$ cat src/rtl/math_adder_multiword_seq.sv
// Sequential multi-word add/subtract: one shared N-bit ripple stage is reused
// once per word, LSW first, with a registered carry chaining the words.

module math_adder_full_nbit #(
    parameter int N = 8
) (
    input  logic [N-1:0] i_a,
    input  logic [N-1:0] i_b,
    input  logic         i_c,
    output logic [N-1:0] o_sum,
    output logic         o_carry
);

    logic [N:0] c;

    assign c[0] = i_c;

    for (genvar g = 0; g < N; g++) begin : g_bit
        assign o_sum[g] = i_a[g] ^ i_b[g] ^ c[g];
        assign c[g+1]   = (i_a[g] & i_b[g]) | (c[g] & (i_a[g] ^ i_b[g]));
    end

    assign o_carry = c[N];

endmodule

module math_adder_multiword_seq #(
    parameter int N     = 8,
    parameter int WORDS = 4
) (
    input  logic             i_clk,
    input  logic             i_rst_n,
    input  logic             i_start_valid,
    output logic             o_start_ready,
    input  logic [N*WORDS-1:0] i_a,
    input  logic [N*WORDS-1:0] i_b,
    input  logic             i_c,
    input  logic             i_sub,
    output logic             o_done_valid,
    input  logic             i_done_ready,
    output logic [N*WORDS-1:0] o_sum,
    output logic             o_carry,
    output logic             o_busy
);

    localparam int W    = N * WORDS;
    localparam int IDXW = (WORDS > 1) ? $clog2(WORDS) : 1;
    localparam logic [IDXW-1:0] LAST_IDX = IDXW'(WORDS - 1);

    typedef enum logic [1:0] {
        IDLE,
        RUN,
        DONE
    } state_t;

    state_t          state_q, state_d;
    logic [IDXW-1:0] idx_q;
    logic            carry_q;
    logic            sub_q;
    logic [W-1:0]    a_q, b_q;
    logic [W-1:0]    sum_q, sum_d;
    logic [N-1:0]    a_word, b_word, add_sum;
    logic            add_carry;

    // Word select for the shared stage; B is inverted for subtract.
    always_comb begin
        a_word = '0;
        b_word = '0;
        for (int unsigned w = 0; w < WORDS; w++) begin
            if (idx_q == IDXW'(w)) begin
                a_word = a_q[w*N +: N];
                b_word = b_q[w*N +: N];
            end
        end
    end

    math_adder_full_nbit #(.N(N)) u_add (
        .i_a    (a_word),
        .i_b    (b_word ^ {N{sub_q}}),
        .i_c    (carry_q),
        .o_sum  (add_sum),
        .o_carry(add_carry)
    );

    always_comb begin
        sum_d = sum_q;
        for (int unsigned w = 0; w < WORDS; w++) begin
            if (idx_q == IDXW'(w)) begin
                sum_d[w*N +: N] = add_sum;
            end
        end
    end

    always_ff @(posedge i_clk or negedge i_rst_n) begin
        if (!i_rst_n) begin
            state_q <= IDLE;
        end else begin
            state_q <= state_d;
        end
    end

    always_comb begin
        state_d = state_q;
        case (state_q)
            IDLE:    if (i_start_valid)     state_d = RUN;
            RUN:     if (idx_q == LAST_IDX) state_d = DONE;
            DONE:    if (i_done_ready)      state_d = IDLE;
            default: state_d = IDLE;
        endcase
    end

    always_comb begin
        o_start_ready = (state_q == IDLE);
        o_done_valid  = (state_q == DONE);
        o_busy        = (state_q == RUN) || (state_q == DONE);
    end

    always_ff @(posedge i_clk or negedge i_rst_n) begin
        if (!i_rst_n) begin
            idx_q   <= '0;
            carry_q <= 1'b0;
            sub_q   <= 1'b0;
            a_q     <= '0;
            b_q     <= '0;
            sum_q   <= '0;
        end else begin
            case (state_q)
                IDLE: begin
                    if (i_start_valid) begin
                        a_q     <= i_a;
                        b_q     <= i_b;
                        sub_q   <= i_sub;
                        carry_q <= i_sub | i_c;
                        idx_q   <= '0;
                    end
                end
                RUN: begin
                    sum_q   <= sum_d;
                    carry_q <= add_carry;
                    if (idx_q != LAST_IDX) begin
                        idx_q <= idx_q + IDXW'(1);
                    end
                end
                default: ;
            endcase
        end
    end

    // The carry register is frozen in DONE, so it doubles as the carry output.
    assign o_sum   = sum_q;
    assign o_carry = carry_q;

endmodule

$ cat config.mk
export PLATFORM = sky130hd
export DESIGN_NAME = math_adder_multiword_seq
export DESIGN_NICKNAME = d
export VERILOG_FILES = /design/src/rtl/math_adder_multiword_seq.sv
export SDC_FILE = /design/constraint.sdc
export NUM_CORES = 1
export LEC_CHECK = 0
export ABC_AREA = 1
export CORE_MARGIN = 3
export CORE_UTILIZATION = 46
export DETAILED_ROUTE_END_ITERATION = 16
export PLACE_DENSITY = 0.75
export SLEW_MARGIN = 20
export SYNTH_ARGS = -nofsm -noshare
export SYNTH_HDL_FRONTEND = slang
export SYNTH_SLANG_ARGS = --single-unit
$ cat constraint.sdc
create_clock -name i_clk -period 10.2 [get_ports i_clk]
set_clock_uncertainty 0.2 [all_clocks]
set_input_delay 1.53 -clock i_clk [delete_from_list [all_inputs] [get_ports i_clk]]
set_output_delay 1.53 -clock i_clk [all_outputs]
set_load 0.005 [all_outputs]
# Word level (Yosys, flattened, before mapping)
# Index checks and enable logic that the tools add are counted.
# totals
register_bits	102
in_bits	70
out_inout_bits	36
# classes
n_addsub	1
n_eq_ne	10
n_mux	17
bitwise	42
n_reduce_logical	12
# ops
cell	count
$mux W8	8
$and A1 B1 Y1	16
$xor A1 B1 Y1	16
$reduce_and A2 Y1	6
$mux W2	5
$or A1 B1 Y1	9
$xor A8 B8 Y8	1
$eq A2 B2 Y1 const B	3
$ne A2 B2 Y1 const B	3
$pmux W2 S3	1
$reduce_and A3 Y1	2
$eq A2 B1 Y1 const B	2
$logic_not A2 Y1	2
$ne A2 B1 Y1 const B	2
$pmux W2 S2	1
$add A2 B1 Y2 const B	1
$pmux W1 S2	1
$reduce_bool A2 Y1	1
$logic_or A1 B1 Y1	1
$mux W1	1

# Logic depth before layout (Yosys ltp)
# depth
ltp_word	24
mapped_depth	24

# Hierarchy
# Synthesis repeated with hierarchy kept, for this count alone.
# unflattened
hier_cells	603
area_unflattened_um2	4824.6
# by_module_without_submodules
mod	instances	cells_per_inst	area_per_inst_um2	seq_area_each_um2
math_adder_multiword_seq	1	585	4626.9	2552.4
math_adder_full_nbit	1	18	197.7	0.0

# Worst setup path before layout
# No wires, ideal clock.
# synth_path
path_kind	reg-to-reg
startpoint	register idx_q[0]
endpoint	register sum_q[15] (netlist: o_sum[15])
setup_ps	131
arrival_ps	4441
required_time_ps	9869
setup_slack_ps	5429
path_stages_with_launch	23
n_path_buf	2
path_cell_list	dfrtp_1 -> inv_1 -> ha_1 -> buf_2 -> buf_4 -> nand2_1 -> nand2_1 -> o21ai_0 -> o21ai_0 -> o21ai_0 -> fa_1 -> inv_1 -> fa_1 -> inv_1 -> fa_1 -> fa_1 -> fa_1 -> fa_1 -> fa_1 -> inv_1 -> fa_1 -> inv_1 -> o21ai_0
# synth_via
elab_chain_cells	22
elab_cells_between_ends	44
cone_classes	3 x eq/ne; 8 x mux; 31 x bitwise; 2 x reduce/logical
# synth_lines
item	line_no	source
start: declaration	57	logic [IDXW-1:0] idx_q;
start signal: assignment	141	idx_q <= idx_q + IDXW'(1);
$logic_not A2 Y1	70	if (idx_q == IDXW'(w)) begin
$mux W8 (4 in series)	70	
$xor A8 B8 Y8	79	.i_b (b_word ^ {N{sub_q}}),
$xor A1 B1 Y1	20	assign c[g+1] = (i_a[g] & i_b[g]) | (c[g] & (i_a[g] ^ i_b[g]));
$and A1 B1 Y1	20	
$or A1 B1 Y1	20	
$and A1 B1 Y1	20	
$or A1 B1 Y1	20	
[4 not listed]	--	
$and A1 B1 Y1	20	
$or A1 B1 Y1	20	
$and A1 B1 Y1	20	
$or A1 B1 Y1	20	
$and A1 B1 Y1	20	
$or A1 B1 Y1	20	
$xor A1 B1 Y1 *	19	assign o_sum[g] = i_a[g] ^ i_b[g] ^ c[g];
named net add_sum[7]	62	logic [N-1:0] a_word, b_word, add_sum;
end signal: assignment	138	sum_q <= sum_d;
end: declaration	61	logic [W-1:0] sum_q, sum_d;
# The timed path passes the listed nets; every way through them passes the cells marked *.
# A chain may end at the register's enable or synchronous reset.

# Final worst setup path
# layout_path
startpoint	register idx_q[1]
endpoint	register sum_q[7] (netlist: o_sum[7])
# Same word-level chain as after synthesis.

==> key figures <==
Status
  – Status: finished clean

Floorplan
  – I/O pin cnt: 106
  – Width of the die: 109 um
  – Starting Density: approximately 47%
  – Die span in y: 109 um
  – Rows: 37
  – Core area: 10300 um^2
  – Die footprint: 11900 um^2

Routing
  – Drt first pass iters: 4
  – WL final: 11.2 mm
  – Routed Antenna Nets: 0
  – DR DRC count: 0
  – Vias/cell: 5.15
  – Via count: 3570
  – Drt initial violations: 182
  – Wire per inst: 16.1 um

Setup path
  – Worst-path fanout max: 22
  – Reg-to-Reg End: o_sum[7]$_DFFE_PN0P_
  – WS Path Type: flop to flop
  – Number of cells on the worst reg-to-reg path: 20
  – Flop-to-flop setup slack: 4.73 ns
  – Worst Path Required: about 10 ns
  – CP endpoint kind: flop
  – Data arrival, critical path: 5.50 ns
  – Worst reg2reg path startpoint: idx_q[1]$_DFFE_PN0P_
  – Crit path launch type: flop

STA
  – Period minus WS final: 5.47 ns
  – F_max: 183 MHz
  – Fin. Hold Viols: 0
  – Setup WS post-layout: 4.73 ns
  – Endpoints failing setup: 0
  – RSZ-0062 raised after global routing: no
  – Slew HR: 54.5%
  – Final slew viol count: 0
  – Period utilization: about 54%
  – Hold slack: between 0.2 and 0.3 ns
  – Setup_tns: 0 ns
  – Worst-Margin Slew: 0.683 ns

Clocking
  – TritonCTS buffer count: 9
  – CTS root buf: clkbuf_8
  – Clock tree buffer depth: 2
  – Post-CTS Setup Inserts: 0
  – H-tree lvl count: 3
  – Sink Count: 102
  – Clk_lat worst skew: 0.37 ns
  – CTS tree: built
  – Post-CTS Resized: 0
  – CTS Hold Buffers Added: 0
  – Clock-pin slew on the worst setup and hold paths: 0.10 ns

Min path
  – Hold Crit Start: o_sum[28]$_DFFE_PN0P_
  – Hold endpoint: o_sum[28]$_DFFE_PN0P_
  – HP Class: flop to flop
  – Hold path cells: 2

Layout
  – Area taken by multi-input logic gates: approximately 2100 um^2
  – Layout Area Growth over Synthesis: 25.7%
  – Register Area: between 2000 and 3000 um^2
  – Fill cell count: roughly 900
  – Final Instance Count excl. Fillers: 693
  – # diodes: 0
  – Most frequent cells in the layout: nand2_1, clkdlybuf4s50_1, dfrtp_1
  – Final Net Count: 637
  – Fraction of layout cells with a size suffix above 1: 14.0%
  – Final Instance Area: roughly 6100 um^2
  – Most common cell after layout, fill and taps aside: nand2_1

Logic synthesis
  – Syn_nets: between 500 and 600
  – YS warnings: 0
  – Average size of a mapped cell: between 10 and 15 um^2
  – Top cells by area, synth: dfrtp_1, mux2_4, nand2_1
  – Mapped Area: 4890 um^2
  – Largest area contributor in the netlist: dfrtp_1
  – Synth unique cells: 25
  – Number of synthesized register bits: 102
  – Post-synthesis cell count: 459
  – Synth top area share: 52.2%
  – Register area share after synthesis: 52.2%

Run
  – Max_cap viols: 0

Global routing
  – Vias in the first global route: about 3500
  – Gr busiest metal: met2
  – Pin count of the biggest net entering global routing: 75
  – GRT Residual Overflow: 0
  – First-pass GRT wire length: ~18 mm
  – Met3 usage: ~3.0%
  – M1 GR Usage: 26.8%
  – GRT Total Usage: approximately a fifth
  – Initial antenna violation count: 0
  – GRT met2 Usage: approximately a third

Place
  – Worst slack at placement: between 4 and 5 ns
  – I/O Buffers: roughly 110
  – Placed Instance Area: 5970 um^2
  – Post-DP HPWL: 8.52 mm
  – Inst Count DP: 677
  – GPL Wtd Cong: 0.833

Power and ir drop
  – Worst vdd ir: 0.177 mV
  – LEAKAGE: 0.00287 uW
  – Power Density: 332 nW/um^2
[where the power goes]
part / switching [uW] / internal [uW]
clock: 135 / 88.8
combinational: 553 / 526
sequential: 133 / 601
[cells by family after synthesis]
kind of cell	count (synthesis)	share of synthesized area [%]
AO/OA/AOI/OAI	87	9.03
adder cells (fa/ha/maj)	15	5.07
buffers and inverters	49	5.07
flip-flops	102	52.2
multiplexers	57	16.2
AND/OR/NAND/NOR	149	12.4
[cell type report]
cell class                 count  share of cell area, %
sequential                   102                   41.5
multi-input combinational    308                   34.2
timing repair buffer         106                   17.2
tap                          136                   2.77
clock buffer                  11                   2.14
inverter                      25                   1.53
clock inverter                 5                  0.591
[flip-flops by register name (all words and copies together) (netlist names)]
signal,count
a_q,32
b_q,32
idx_q,2
o_carry,1
o_sum,32
state_q,2
sub_q,1
[worst max-delay path, cell delays in order (launching register included)]
cell and delay [ns]:
dfrtp_1 0.41, inv_1 0.10, ha_1 0.42, inv_1 0.37, nand2_1 0.15, o21ai_0 0.09
o21ai_0 0.16, o21ai_0 0.14, fa_1 0.40, inv_1 0.07, fa_1 0.17, inv_1 0.05
fa_1 0.38, fa_1 0.39, fa_1 0.39, fa_1 0.40, fa_1 0.38, inv_1 0.08
fa_1 0.40, inv_1 0.10, o21ai_0 0.10
[worst max path at each step]
stage	startpoint	to	slack, ns	cells past startpoint
floorplan	idx_q[0]$_DFFE_PN0P_	o_sum[15]$_DFFE_PN0P_	5.43	22
global placement	idx_q[1]$_DFFE_PN0P_	o_sum[15]$_DFFE_PN0P_	4.92	20
detailed placement	idx_q[1]$_DFFE_PN0P_	o_sum[7]$_DFFE_PN0P_	4.76	20
CTS	idx_q[1]$_DFFE_PN0P_	o_sum[7]$_DFFE_PN0P_	4.72	20
global route	idx_q[1]$_DFFE_PN0P_	o_sum[7]$_DFFE_PN0P_	4.35	20
finish	idx_q[1]$_DFFE_PN0P_	o_sum[7]$_DFFE_PN0P_	4.73	20
[layer usage]
| layer | wire [um] | share of wire, % | vias to the layer above |
|---|---|---|---|
| met1 | 5010 | 45 | 1728 |
| met3 | 571 | 5.1 | 22 |
| met2 | 5300 | 48 | 119 |
| li1 | - | - | 1701 |
| met4 | 269 | 2.4 | 0 |
| met5 | 0 | 0 | - |
[cell usage after synthesis (all sizes together)]
| cell type | instances |
|---|---|
| clkbuf | 4 |
| nand2 | 108 |
| inv | 24 |
| dfrtp | 102 |
| mux2 | 57 |
| or2 | 8 |
| and2 | 1 |
| fa | 8 |
| nand3 | 19 |
| o22ai | 1 |
| nor2 | 12 |
| nor3 | 1 |
| clkinv | 1 |
| a21oi | 28 |
| o21ai | 56 |
| o211ai | 2 |
| ha | 7 |
| buf | 20 |
[per-stage QoR]
step,total power (uW),util [%]
6_report,2040,59.5
4_1_cts,2050,59.4
3_5_place_dp,1830,57.8
2_1_floorplan,1410,-
3_3_place_gp,1800,57.8
5_1_grt,2210,59.5
No activity file was read; power rests on OpenSTA's default activity.
